File: src/rtl/isr_pkg.sv
// isr_pkg: shared constants for the interrupt entry/return sequencer.
//   SPR_*   : SPR file addresses (3-bit)
//   MODE_*  : values written to the MODE SPR
//   ST_*    : 4-bit FSM state encoding
package isr_pkg;

   localparam logic [2:0] SPR_SR    = 3'd0;
   localparam logic [2:0] SPR_ESR   = 3'd1;
   localparam logic [2:0] SPR_ECA   = 3'd2;
   localparam logic [2:0] SPR_EPC   = 3'd3;
   localparam logic [2:0] SPR_EDPC  = 3'd4;
   localparam logic [2:0] SPR_EDATA = 3'd5;
   localparam logic [2:0] SPR_RSVD  = 3'd6;
   localparam logic [2:0] SPR_MODE  = 3'd7;

   localparam logic [31:0] MODE_SYS = 32'h0000_0000;
   localparam logic [31:0] MODE_USR = 32'h0000_0001;

   localparam logic [3:0] ST_IDLE    = 4'd0;
   localparam logic [3:0] ST_S_ESR   = 4'd1;
   localparam logic [3:0] ST_S_ECA   = 4'd2;
   localparam logic [3:0] ST_S_EPC   = 4'd3;
   localparam logic [3:0] ST_S_EDPC  = 4'd4;
   localparam logic [3:0] ST_S_EDATA = 4'd5;
   localparam logic [3:0] ST_S_SR    = 4'd6;
   localparam logic [3:0] ST_S_JMP   = 4'd7;
   localparam logic [3:0] ST_R_SR    = 4'd8;
   localparam logic [3:0] ST_R_PC    = 4'd9;
   localparam logic [3:0] ST_R_MODE  = 4'd10;

endpackage

File: src/rtl/isr_sequencer.sv
// isr_sequencer: sequences interrupt entry (context save into the SPR file,
// then PC redirect to SISR) and eret return (restore SR/PC, back to user mode).
// Owns the SPR write port while busy is high.
//
// Ports:
//   clk, rst          clock, synchronous active-high reset
//   jisr, eret        entry / return requests, sampled only in IDLE
//   mca, rpt          masked cause and repeat flag, latched with jisr
//   pc, next_pc, ea   context latched with jisr
//   spr_rdata         combinational SPR read data for spr_raddr
//   spr_raddr         SPR read select
//   spr_we/waddr/wdata SPR write port, decoded from the current state
//   pc_load/pc_target one-cycle PC redirect
//   stall, busy       pipeline freeze / sequence in progress
//   irq_count         ISR entries taken; counts only when ISR_COUNT_EN is
//                     defined, otherwise tied to zero
//
// State table:
//   state      | meaning
//   IDLE       | waiting; reads SR so it can be latched with jisr
//   S_ESR      | write ESR <- latched SR
//   S_ECA      | write ECA <- {9'b0, mca}
//   S_EPC      | write EPC <- rpt ? pc : next_pc
//   S_EDPC     | write EDPC <- next_pc
//   S_EDATA    | write EDATA <- ea
//   S_SR       | write SR <- 0 (mask all)
//   S_JMP      | write MODE <- system, redirect PC to SISR
//   R_SR       | write SR <- ESR
//   R_PC       | redirect PC to EPC
//   R_MODE     | write MODE <- user
module isr_sequencer
   import isr_pkg::*;
#(
   parameter logic [31:0] SISR = 32'h0000_0000
) (
   input  logic        clk,
   input  logic        rst,
   input  logic        jisr,
   input  logic        eret,
   input  logic [22:0] mca,
   input  logic        rpt,
   input  logic [31:0] pc,
   input  logic [31:0] next_pc,
   input  logic [31:0] ea,
   input  logic [31:0] spr_rdata,
   output logic [2:0]  spr_raddr,
   output logic        spr_we,
   output logic [2:0]  spr_waddr,
   output logic [31:0] spr_wdata,
   output logic        pc_load,
   output logic [31:0] pc_target,
   output logic        stall,
   output logic        busy,
   output logic [31:0] irq_count
);

   logic [3:0]  state_q,   state_d;
   logic [31:0] sr_lat_q,  sr_lat_d;
   logic [22:0] mca_q,     mca_d;
   logic        rpt_q,     rpt_d;
   logic [31:0] pc_lat_q,  pc_lat_d;
   logic [31:0] npc_lat_q, npc_lat_d;
   logic [31:0] ea_lat_q,  ea_lat_d;

   logic idle;
   logic take_entry;

   assign idle       = (state_q == ST_IDLE);
   assign take_entry = idle & jisr;

   always_comb begin
      state_d   = state_q;
      sr_lat_d  = sr_lat_q;
      mca_d     = mca_q;
      rpt_d     = rpt_q;
      pc_lat_d  = pc_lat_q;
      npc_lat_d = npc_lat_q;
      ea_lat_d  = ea_lat_q;
      spr_raddr = SPR_SR;
      spr_we    = 1'b0;
      spr_waddr = SPR_SR;
      spr_wdata = 32'h0;
      pc_load   = 1'b0;
      pc_target = 32'h0;

      case (state_q)
         ST_IDLE: begin
            // jisr has priority; a coincident eret is dropped
            if (jisr) begin
               sr_lat_d  = spr_rdata;
               mca_d     = mca;
               rpt_d     = rpt;
               pc_lat_d  = pc;
               npc_lat_d = next_pc;
               ea_lat_d  = ea;
               state_d   = ST_S_ESR;
            end else if (eret) begin
               state_d   = ST_R_SR;
            end
         end
         ST_S_ESR: begin
            spr_we    = 1'b1;
            spr_waddr = SPR_ESR;
            spr_wdata = sr_lat_q;
            state_d   = ST_S_ECA;
         end
         ST_S_ECA: begin
            spr_we    = 1'b1;
            spr_waddr = SPR_ECA;
            spr_wdata = {9'b0, mca_q};
            state_d   = ST_S_EPC;
         end
         ST_S_EPC: begin
            // repeat-type interrupts re-execute the faulting instruction
            spr_we    = 1'b1;
            spr_waddr = SPR_EPC;
            spr_wdata = rpt_q ? pc_lat_q : npc_lat_q;
            state_d   = ST_S_EDPC;
         end
         ST_S_EDPC: begin
            spr_we    = 1'b1;
            spr_waddr = SPR_EDPC;
            spr_wdata = npc_lat_q;
            state_d   = ST_S_EDATA;
         end
         ST_S_EDATA: begin
            spr_we    = 1'b1;
            spr_waddr = SPR_EDATA;
            spr_wdata = ea_lat_q;
            state_d   = ST_S_SR;
         end
         ST_S_SR: begin
            spr_we    = 1'b1;
            spr_waddr = SPR_SR;
            spr_wdata = 32'h0;
            state_d   = ST_S_JMP;
         end
         ST_S_JMP: begin
            spr_we    = 1'b1;
            spr_waddr = SPR_MODE;
            spr_wdata = MODE_SYS;
            pc_load   = 1'b1;
            pc_target = SISR;
            state_d   = ST_IDLE;
         end
         ST_R_SR: begin
            spr_raddr = SPR_ESR;
            spr_we    = 1'b1;
            spr_waddr = SPR_SR;
            spr_wdata = spr_rdata;
            state_d   = ST_R_PC;
         end
         ST_R_PC: begin
            spr_raddr = SPR_EPC;
            pc_load   = 1'b1;
            pc_target = spr_rdata;
            state_d   = ST_R_MODE;
         end
         ST_R_MODE: begin
            spr_we    = 1'b1;
            spr_waddr = SPR_MODE;
            spr_wdata = MODE_USR;
            state_d   = ST_IDLE;
         end
         default: begin
            state_d = ST_IDLE;
         end
      endcase
   end

   always_ff @(posedge clk) begin
      if (rst) begin
         state_q   <= ST_IDLE;
         sr_lat_q  <= 32'h0;
         mca_q     <= 23'h0;
         rpt_q     <= 1'b0;
         pc_lat_q  <= 32'h0;
         npc_lat_q <= 32'h0;
         ea_lat_q  <= 32'h0;
      end else begin
         state_q   <= state_d;
         sr_lat_q  <= sr_lat_d;
         mca_q     <= mca_d;
         rpt_q     <= rpt_d;
         pc_lat_q  <= pc_lat_d;
         npc_lat_q <= npc_lat_d;
         ea_lat_q  <= ea_lat_d;
      end
   end

   assign busy = ~idle;
   // Trigger cycle is frozen too; held low while reset is asserted.
   assign stall = busy | (idle & ~rst & (jisr | eret));

`ifdef ISR_COUNT_EN
   logic [31:0] irq_count_q, irq_count_d;

   always_comb begin
      irq_count_d = irq_count_q;
      if (take_entry) begin
         irq_count_d = irq_count_q + 32'd1;
      end
   end

   always_ff @(posedge clk) begin
      if (rst) begin
         irq_count_q <= 32'h0;
      end else begin
         irq_count_q <= irq_count_d;
      end
   end

   assign irq_count = irq_count_q;
`else
   assign irq_count = 32'h0;
`endif

endmodule

File: config.mk
export PLATFORM = sky130hd
export DESIGN_NAME = isr_sequencer
export DESIGN_NICKNAME = d
export VERILOG_FILES = /design/src/rtl/isr_pkg.sv /design/src/rtl/isr_sequencer.sv
export SDC_FILE = /design/constraint.sdc
export NUM_CORES = 1
export LEC_CHECK = 0
export CAP_MARGIN = 15
export CORE_AREA = 2 2 143 145
export CTS_CLUSTER_SIZE = 30
export DETAILED_ROUTE_END_ITERATION = 6
export DIE_AREA = 0 0 145 147
export GPL_TIMING_DRIVEN = 0
export MAX_ROUTING_LAYER = met4
export PLACE_DENSITY = 0.84
export REMOVE_ABC_BUFFERS = 1
export SLEW_MARGIN = 5
export SYNTH_ARGS = -nofsm -noshare
export SYNTH_HDL_FRONTEND = slang
export SYNTH_SLANG_ARGS = --single-unit
File: constraint.sdc
create_clock -name clk -period 1.7 [get_ports clk]
set_clock_uncertainty 0.05 [all_clocks]
set_input_delay 0.34 -clock clk [delete_from_list [all_inputs] [get_ports clk]]
set_output_delay 0.34 -clock clk [all_outputs]
set_load 0.1 [all_outputs]
; Word-level counts from Yosys, hierarchy flattened
; Cells that the tools add are included.
[word_totals]
elab_cells = 39
out_inout_bits = 106
in_bits = 156
register_bits = 156
[classes]
n_eq_ne = 11
n_reduce_logical = 5
n_mux = 10
bitwise_logic = 6
[ops]
columns = cell, count
row1 = $pmux W32 S7, 1
row2 = $mux W32, 2
row3 = $pmux W4 S9, 1
row4 = $pmux W3 S6, 1
row5 = $eq A4 B3 Y1 const B, 4
row6 = $eq A4 B4 Y1 const B, 3
row7 = $reduce_or A9 Y1, 1
row8 = $eq A4 B2 Y1 const B, 2
row9 = $mux W4, 2
row10 = $eq A4 B1 Y1 const B, 1
row11 = $logic_not A4 Y1, 1
row12 = $pmux W2 S2, 1
row13 = $reduce_or A2 Y1, 2
row14 = $ne A3 B3 Y1 const B, 1
row15 = $and A1 B1 Y1, 2
row16 = $mux W1, 2
row17 = $not A1 Y1, 2
row18 = $or A1 B1 Y1, 2
row19 = $reduce_and A2 Y1, 1

; Depth between registers and ports, before layout
; Gate-level depths: netlist of run 1.
[depth]
ltp_word = 4
depth_mapped = 6
ltp_nobuf = 4

; Worst setup path after synthesis of run 1
; OpenSTA, ideal clock, no wires.
[synth_timing]
path_kind = reg-to-output
from = register state_q[1]
to = output pc_load
stages_incl_launch_ff = 6
n_path_buf = 2
required_ns = 1.310
t_arrival_ns = 3.173
path_slack_ns = -1.863
cell_sequence = dfxtp_1 buf_4 or2_2 buf_2 nor2_1 o21a_1
[synth_via]
elab_chain_cells = 3
[synth_lines]
columns = element, line
row1 = "start, declared", isr_sequencer.sv:57  ; logic [3:0] state_q, state_d;
row2 = "start signal, assigned", isr_sequencer.sv:181  ; state_q <= state_d;
row3 = $eq A4 B4 Y1 or $eq A4 B3 Y1 (tied branches), isr_sequencer.sv:86  ; case (state_q)
row4 = $reduce_or A2 Y1 (no line) (*), n/a
row5 = $mux W1 (*), isr_sequencer.sv:86
row6 = "end, declared", isr_sequencer.sv:50  ; output logic pc_load,
; Every way passes the cells marked *; elsewhere a longest branch is shown, timed or not.

; Worst setup path in the final report of run 1
[layout_timing]
from = register state_q[1]
to = output spr_wdata[31]
[layout_via]
elab_chain_cells = 2
[layout_lines]
columns = element, line
row1 = $eq A4 B4 Y1 (tied with other cells), isr_sequencer.sv:86
row2 = $pmux W32 S7 (*), isr_sequencer.sv:86
row3 = "end, declared", isr_sequencer.sv:49  ; output logic [31:0] spr_wdata,
; Marks and branches as above.

==> results of run 1 <==
registers in the layout, summed over array words and instances (netlist names):
name,count
pc_lat_q,32
ea_lat_q,32
npc_lat_q,32
rpt_q,1
mca_q,23
state_q,4
sr_lat_q,32
worst max-delay path, delay by kind of cell, from the launching register on:
family / cells / cell delay (ns)
compound gates: 1 / 0.15
buf+inv: 4 / 0.66
flops: 1 / 0.41
simple gates: 2 / 0.54
logic make-up (layout without fill, tap and decap cells):
kind of cell              Yosys count  count (layout)  share of synthesized area
and+or+nand+nor                   239             243                      0.165
muxes                              30              30                     0.0385
DFF                               156             156                      0.383
buffers and inverters             160             450                     0.0997
AOI/OAI and AO/OA                 426             426                      0.312
xor gates and xnor gates            1               1                    0.00107
other                               1              34                   0.000460
cells in the final DEF (no fill, tap or decap), drive strengths merged, types with 31 or more instances in the layout:
master and instances:
a21oi 157, a22oi 31, and3 34, buf 244, clkbuf 31, clkdlybuf4s50 153, conb 33, dfxtp 156
nand3 157, o21ai 156
Yosys cell counts, types with 2 or more instances:
| master | number |
|---|---|
| nand3_1 | 157 |
| buf_1 | 2 |
| buf_4 | 41 |
| or2_2 | 2 |
| o21ai_1 | 12 |
| inv_2 | 2 |
| nand2_1 | 10 |
| o21ai_0 | 144 |
| o211ai_1 | 7 |
| a31oi_1 | 2 |
| buf_6 | 2 |
| nor2b_1 | 6 |
| o32a_1 | 6 |
| nand3b_1 | 4 |
| buf_2 | 35 |
| nand2b_1 | 3 |
| nor4b_4 | 2 |
| nor2_1 | 6 |
| a22o_1 | 20 |
| nor4bb_1 | 2 |
| and3_1 | 34 |
| a32o_1 | 8 |
| a21oi_1 | 156 |
| a22oi_1 | 31 |
| inv_1 | 3 |
| and3b_1 | 3 |
| clkbuf_1 | 75 |
| o2bb2ai_1 | 7 |
| dfxtp_1 | 156 |
| o221ai_1 | 9 |
| nand4bb_1 | 2 |
| a221o_1 | 15 |
| nor3_1 | 3 |
| mux2i_1 | 19 |
| mux2_2 | 11 |
final timing paths:
path                                    from            end  slack (ns)  depth (start not counted)
worst max-delay path              state_q[1]  spr_wdata[31]       -0.87                          7
worst min-delay path                     rst   npc_lat_q[7]        0.27                          2
worst max register to register    state_q[0]   ea_lat_q[12]       -0.77                         14
worst min register to register  sr_lat_q[27]   sr_lat_q[27]        0.41                          2
power groups by stage:
stage                     Sequential (W)  Clock [W]  Combinational, W
after floorplan                  0.00441          0           0.00357
after global placement           0.00436          0           0.00432
after detailed placement         0.00474          0           0.00708
after CTS                        0.00455    0.00372           0.00991
after global routing             0.00469    0.00394            0.0142
final                            0.00464    0.00378            0.0140
stage by stage:
stage,hold WS (ns),std cells,utilization,worst slack [ns]
floorplan,0.359,890,-,-6.45
global placement,0.410,1388,0.509,-10.83
detailed placement,0.416,1412,0.530,-2.50
CTS,0.237,1530,0.660,-0.788
global route,0.273,1610,0.761,-0.948
finish,0.272,1610,0.761,-0.872
routing by layer:
layer | track usage | vias up
li1 | - | 4366
met1 | 0.369 | 4923
met2 | 0.528 | 749
met3 | 0.0612 | 207
met4 | 0.112 | 0
met5 | - | -
repair_timing:
item	CTS	global route
pin swaps	41	87
buffers inserted	75	68
gates cloned	13	16
endpoints found under the setup margin	229	225
gates resized for setup	762	335
cell type report:
type	count	area [um^2]
repair buffers	409	5320
clock buffers	20	447
repair inverters	4	60.1
diodes	1	2.50
well taps	270	338
inverters	5	51.3
clock inverters	12	114
multi-input cells	733	5630
flip-flops and latches	156	3140
fillers	1163	4730
==> impl_metrics.tcl, run 1 <==
set metrics [dict create \
    ys_seq_area_frac 0.383 \
    fmax_mhz 389 \
    synth_area_leader_cell "dfxtp_1" \
    tns_ns -128.21 \
    wl_per_cell_um 25.7 \
    avgSynthCellArea_um2 8.06 \
    leakagePower_nw 5.38 \
    netSwitchingFraction 0.447 \
    antenna_found_initial 1 \
    cts_buffers 17 \
    placementRows 52 \
    final-hold-violation-count 0 \
    ioPinCount 262 \
    firstDrtPassIters 6 \
    synth_edf_count 0 \
    async_flop_share 0 \
    wl_mm 41.4 \
    violations "setup timing" \
    finalMaxSlewViolations 0 \
    core_um2 19800 \
    final_cell_area_um2 15100 \
    clock_sinks 156 \
    gp_congestion 0.808 \
    critPathArrivalTime_ns 2.18 \
    status "finished with violations" \
    synth_cells 1013 \
    yosysWarningCount 0 \
    die-height_um 147 \
    slew_headroom 0.579 \
    track_usage 0.311 \
    yosys_most_used_dff "dfxtp_1" \
    endpoint_kind "output port" \
    synth_cell_types 51 \
    drive_gt1_frac 0.407 \
    comb_power_share 0.624 \
    viasPerCell 6.36 \
    required_ns 1.31 \
    cts_max_level 4 \
    root_buffer "clkbuf_16" \
    synth_top_area_share 0.383 \
    ys_top_cells_by_area "dfxtp_1 38%, nand3_1 9.6%, a21oi_1 9.6%" \
    fp.dieW_um 145 \
    final_nets 1482 \
    postRouteAntennaNets 0 \
    powerDensity_nw_per_um2 1480 \
    crit_top_cell "buf_12" \
    switchingPower_w 0.0100 \
    critical_path_class "reg -> out" \
    p_int_w 0.0124 \
    num_vias 10245 \
    cts_tree "built" \
    dpl-instance-area_um2 10500 \
    cap_violations 0 \
    cp_slowest_stage_delay_ns 0.41 \
    synth_area_um2 8160 \
    cp-start-kind "flip-flop" \
    grt_pass1_vias 9208 \
    dp_hpwl_mm 17.3 \
    wl_met1_mm 15.3 \
    p_clk_frac 0.169 \
    p_seq_frac 0.207 \
    dr.max_layer_used "met4" \
    fp.dieArea_um2 21300 \
    syn_to_final_growth_pct 85.2 \
    met3_length_mm 3.67 \
    period_share 1.51 \
    drc 0 \
    first_iter_violations 1077 \
    power.total_w 0.0224 \
    layout_min_cycle_time_ns 2.57 \
    start_util 0.411 \
    portBuffers 228 \
    wl_met2_mm 20.1 \
    clk_latency_ns 0.42 \
    cp_cell_sequence "buf_12 -> nor4bb_4 -> buf_6 -> buf_8 -> and3_4 -> a2111o_1 -> buf_12" \
    setup_viol 225 \
    worst_slew_pin_slew_ns 0.632 \
    hold_buffers 0 \
    setup_ws_ns -0.872 \
    ys_ff_latch 156 \
    rsz0062_at_grt "true" \
    hold_class "in -> reg" \
    cts_buffer_depth 2 \
    cp_slowest_cell "dfxtp_4" \
    grt_max_degree 112 \
    path_clk_slew_ns 0.07 \
    ir_drop_v 0.000915 \
    overflow 0 \
    grt_pass1_wl_mm 51.2 \
    cp_max_fo 7 \
]
No activity file was read; power rests on OpenSTA's default activity.
==> run 2, diff against run 1 <==
--- a/config.mk
+++ b/config.mk
@@ -6,5 +6,5 @@
 export NUM_CORES = 1
 export LEC_CHECK = 0
-export CAP_MARGIN = 15
+export CAP_MARGIN = 20
 export CORE_AREA = 2 2 143 145
 export CTS_CLUSTER_SIZE = 30
==> constraint.sdc (replaced) <==
create_clock -name clk -period 1.7 [get_ports clk]
set_clock_uncertainty 0.05 [all_clocks]
set_input_delay 0.255 -clock clk [delete_from_list [all_inputs] [get_ports clk]]
set_output_delay 0.255 -clock clk [all_outputs]
set_load 0.1 [all_outputs]
==> impl_metrics.tcl, run 2 (same netlist as run 1, synthesis figures left out) <==
set metrics [dict create \
    status "finished with violations" \
    violations "DRC, setup timing" \
    start_util 0.411 \
    placementRows 52 \
    final-hold-violation-count 0 \
    portBuffers 228 \
    dp_hpwl_mm 17.3 \
    cts_tree "built" \
    cp_slowest_cell "dfxtp_4" \
    rsz0062_at_grt "true" \
    p_int_w 0.0123 \
    overflow 0 \
    p_clk_frac 0.166 \
    ioPinCount 262 \
    root_buffer "clkbuf_16" \
    required_ns 1.39 \
    fmax_mhz 404 \
    final_nets 1478 \
    finalMaxSlewViolations 0 \
    gp_congestion 0.808 \
    p_seq_frac 0.207 \
    cap_violations 0 \
    worst_slew_pin_slew_ns 0.700 \
    leakagePower_nw 5.38 \
    critPathArrivalTime_ns 2.17 \
    crit_top_cell "buf_12" \
    antenna_found_initial 1 \
    place_inst 1412 \
    wl_mm 41.3 \
    hold_buffers 0 \
    fp.dieW_um 145 \
    die-height_um 147 \
    powerDensity_nw_per_um2 1470 \
    clock_sinks 156 \
    n_fill_cell 1133 \
    comb_power_share 0.627 \
    ir_drop_v 0.000936 \
    worstHoldStart "rst" \
    cp_max_fo 7 \
    wl_per_cell_um 25.7 \
    grt_max_degree 112 \
    drive_gt1_frac 0.436 \
    viasPerCell 6.40 \
    drc 1 \
    setup_viol 225 \
    worstSetupStartpoint "state_q[1]" \
    setup_ws_ns -0.774 \
    critical_path.top_delay_family "buffers and inverters" \
    final_cell_mix "153 x clkdlybuf4s50_1, 151 x dfxtp_1, 94 x a21oi_1, 88 x buf_12, 87 x nand3_1" \
    layout_min_cycle_time_ns 2.47 \
    track_usage 0.334 \
    period_share 1.46 \
    critical_path_class "reg -> out" \
    postRouteAntennaNets 0 \
    switchingPower_w 0.0102 \
    dp_worst_setup_slack_ns -2.42 \
    path_clk_slew_ns 0.06 \
    fin_cells 1606 \
    crit_buf_inv 4 \
    cts_buffer_depth 2 \
    clk_latency_ns 0.42 \
    grt_pass1_wl_mm 54.6 \
    num_vias 10272 \
    whs_ns 0.183 \
    grt_pass1_vias 9634 \
    hold_class "in -> reg" \
    final_util 0.772 \
    netSwitchingFraction 0.454 \
    r2r_start "state_q[2]" \
    cp_cell_sequence "buf_12 -> nor4bb_4 -> buf_6 -> buf_8 -> and3_4 -> a2111o_1 -> buf_12" \
    fp.dieArea_um2 21300 \
    cp_slowest_stage_delay_ns 0.41 \
    cts_max_level 4 \
    endpoint_kind "output port" \
    first_iter_violations 917 \
    firstDrtPassIters 7 \
    slew_headroom 0.533 \
    syn_to_final_growth_pct 87.7 \
    layout_commonest_cell "clkdlybuf4s50_1" \
    cp-start-kind "flip-flop" \
    core_um2 19800 \
    cts_buffers 17 \
]
run 2: cell count changes in the layout (fill, tap and decap cells not counted), moves of 4 or more:
cell       delta
o21ai_1      +34
clkbuf_16     -5
o21ai_0      -37
nand3_1      -27
buf_4         -8
a21oi_2      +11
a21oi_1      -12
nand3_4       +5
nand3_2      +22
buf_8         +4
o21ai_4       +5
run 2: per-layer routing:
layer	vias to the layer above	wire length [um]	global-route usage
met5	-	0	-
met4	0	2530	0.156
met3	223	3580	0.0643
met2	699	20300	0.558
met1	4982	14900	0.389
li1	4368	-	-
run 2: layout make-up:
cell class / count / area, um^2 / area share
well taps: 270 / 338 / 0.0221
flip-flops and latches: 156 / 3140 / 0.205
repair inverters: 6 / 98.8 / 0.00645
multi-input cells: 733 / 5890 / 0.384
diodes: 1 / 2.50 / 0.000163
repair buffers: 403 / 5240 / 0.342
inverters: 5 / 51.3 / 0.00335
clock inverters: 12 / 114 / 0.00743
clock buffers: 20 / 447 / 0.0292
run 2: worst paths after layout:
check,to,slack [ns],cells past startpoint
max,spr_wdata[31],-0.77,7
min,sr_lat_q[14],0.18,2
max reg2reg,ea_lat_q[7],-0.63,12
min reg2reg,mca_q[1],0.41,2
run 2: repair_timing:
action / CTS / global route
setup endpoints to repair: 229 / 225
gates cloned: 20 / 10
endpoints found under the hold margin: 0 / 0
buffers inserted: 89 / 56
pin swaps: 88 / 112
resized for setup: 896 / 320
run 2: stage by stage:
step | setup TNS, ns | total power [W] | cell area, um^2
after floorplan | -1039.72 | 0.00799 | 7490
after global placement | -1884.86 | 0.00868 | 10100
after detailed placement | -316.77 | 0.0118 | 10500
after CTS | -54.69 | 0.0196 | 13700
after global routing | -123.20 | 0.0230 | 15300
final | -109.39 | 0.0225 | 15300
run 2: power by group through the flow:
stage	clock, W	combinational [W]	sequential (W)
4_1_cts	0.00372	0.0113	0.00456
6_report	0.00374	0.0141	0.00466
3_3_place_gp	0	0.00432	0.00436
2_1_floorplan	0	0.00357	0.00441
5_1_grt	0.00390	0.0144	0.00470
3_5_place_dp	0	0.00708	0.00474
run 2: worst reg2reg max path, cell delays in order (launching register included):
cell and delay (ns):
dfxtp_4 0.37, buf_12 0.14, buf_6 0.11, nor4_4 0.32
buf_8 0.16, buf_12 0.14, buf_6 0.10, buf_6 0.08
buf_6 0.10, buf_12 0.18, clkinv_16 0.09, o21ai_0 0.25
a21oi_1 0.11
==> run 3, diff against run 2 <==
Settings changed: SLEW_MARGIN 5 to 40.
==> impl_metrics.tcl, run 3 (same netlist as run 1, synthesis figures left out) <==
set metrics [dict create \
    final-hold-violation-count 0 \
    grt_pass1_wl_mm 51.6 \
    whs_ns 0.269 \
    status "finished with violations" \
    viasPerCell 6.53 \
    critical_path_class "reg -> out" \
    num_vias 10355 \
    start_util 0.411 \
    slew_headroom 0.433 \
    portBuffers 228 \
    powerDensity_nw_per_um2 1460 \
    final_nets 1457 \
    worst_slew_pin_slew_ns 0.850 \
    met3_length_mm 3.50 \
    track_usage 0.314 \
    fp.dieW_um 145 \
    first_iter_violations 1129 \
    grt_pass1_vias 9409 \
    dpl-instance-area_um2 10200 \
    dp_hpwl_mm 17.2 \
    worstSetupStartpoint "state_q[2]" \
    rsz0062_at_grt "true" \
    n_fill_cell 1146 \
    r2r_start "state_q[1]" \
    root_buffer "clkbuf_16" \
    worstHoldStart "rst" \
    syn_to_final_growth_pct 88.1 \
    wl_met2_mm 20.5 \
    clk_latency_ns 0.43 \
    drc 0 \
    hold_class "in -> reg" \
    cts_max_level 4 \
    core_um2 19800 \
    layout_commonest_cell "clkdlybuf4s50_1" \
    setup_ws_ns -0.784 \
    fp.dieArea_um2 21300 \
    layout_min_cycle_time_ns 2.48 \
    tns_ns -86.04 \
    postRouteAntennaNets 0 \
    period_share 1.46 \
    wl_met1_mm 14.8 \
    hold_buffers 0 \
    ioPinCount 262 \
    dr.max_layer_used "met4" \
    endpoint_kind "output port" \
    required_ns 1.39 \
    die-height_um 147 \
    grt_max_degree 107 \
    placementRows 52 \
    final_util 0.774 \
    violations "setup timing" \
    drive_gt1_frac 0.419 \
    overflow 0 \
    wl_mm 41.5 \
    cts_tree "built" \
    cp-start-kind "flip-flop" \
    leakagePower_nw 5.35 \
    fmax_mhz 403 \
    final_cell_area_um2 15300 \
    firstDrtPassIters 7 \
    clock_sinks 156 \
    critPathArrivalTime_ns 2.18 \
    ir_drop_v 0.00100 \
    wl_per_cell_um 26.2 \
    cp_max_fo 8 \
    cts_buffers 17 \
    path_clk_slew_ns 0.06 \
    place_inst 1414 \
    fin_cells 1586 \
    gp_congestion 0.808 \
    finalMaxSlewViolations 0 \
    final_cell_mix "153 x clkdlybuf4s50_1, 151 x dfxtp_1, 122 x o21ai_0, 86 x buf_12, 80 x a21oi_2" \
    antenna_found_initial 1 \
    setup_viol 226 \
    cap_violations 0 \
    cts_buffer_depth 2 \
]
-- run 3: cell types whose count changed in the layout (fill, tap and decap cells not counted), sizes merged, moves of 2 or more --
cell / before / now
inv: 11 / 6
buf: 244 / 220
clkinvlp: 5 / 1
bufbuf: 0 / 2
nor2b: 9 / 6
clkbuf: 26 / 38
-- run 3: cell type report --
class | count | area (um^2) | area share
multi-input cells | 729 | 5940 | 0.387
flip-flops and latches | 156 | 3140 | 0.205
clock buffers | 23 | 488 | 0.0318
well taps | 270 | 338 | 0.0220
repair buffers | 390 | 5250 | 0.342
repair inverters | 2 | 22.5 | 0.00147
clock inverters | 9 | 110 | 0.00717
diodes | 2 | 5.00 | 0.000326
inverters | 5 | 56.3 | 0.00367
-- run 3: routing by layer --
layer  GRT usage  vias to the layer above
li1            -                     4319
met4       0.141                        0
met5           -                        -
met3      0.0646                      247
met2       0.525                      732
met1       0.365                     5057
-- run 3: what timing repair did --
item,CTS,global route
gates cloned,9,21
setup buffers,81,40
pin swaps,30,132
resized for setup,405,322
endpoints found under the setup margin,227,227
hold endpoints to repair,0,0
-- run 3: metrics by stage --
step	worst slack [ns]	total power (W)
2_1_floorplan	-6.36	0.00799
3_3_place_gp	-10.74	0.00868
3_5_place_dp	-1.22	0.0116
4_1_cts	-0.681	0.0187
5_1_grt	-0.800	0.0229
6_report	-0.784	0.0224
-- run 3: where the power goes --
part	switching [W]	internal [W]	leakage, nW	total (W)
Combinational	0.00792	0.00594	3.78	0.0139
Sequential	0.000400	0.00422	1.28	0.00462
Clock	0.00163	0.00233	0.298	0.00396
-- run 3: worst paths after layout --
check                           slack (ns)  depth (start not counted)             to
worst min register to register        0.41                          2   sr_lat_q[10]
worst max-delay path                 -0.78                          6  spr_wdata[25]
worst max register to register       -0.42                         11    sr_lat_q[3]
worst min-delay path                  0.27                          2       mca_q[6]
-- run 3: critical path, cell delays in order (launching register included) --
cell	delay (ns)
dfxtp_4	0.40
buf_6	0.15
or3b_4	0.39
a21oi_4	0.17
buf_12	0.16
a221o_1	0.26
buf_12	0.21
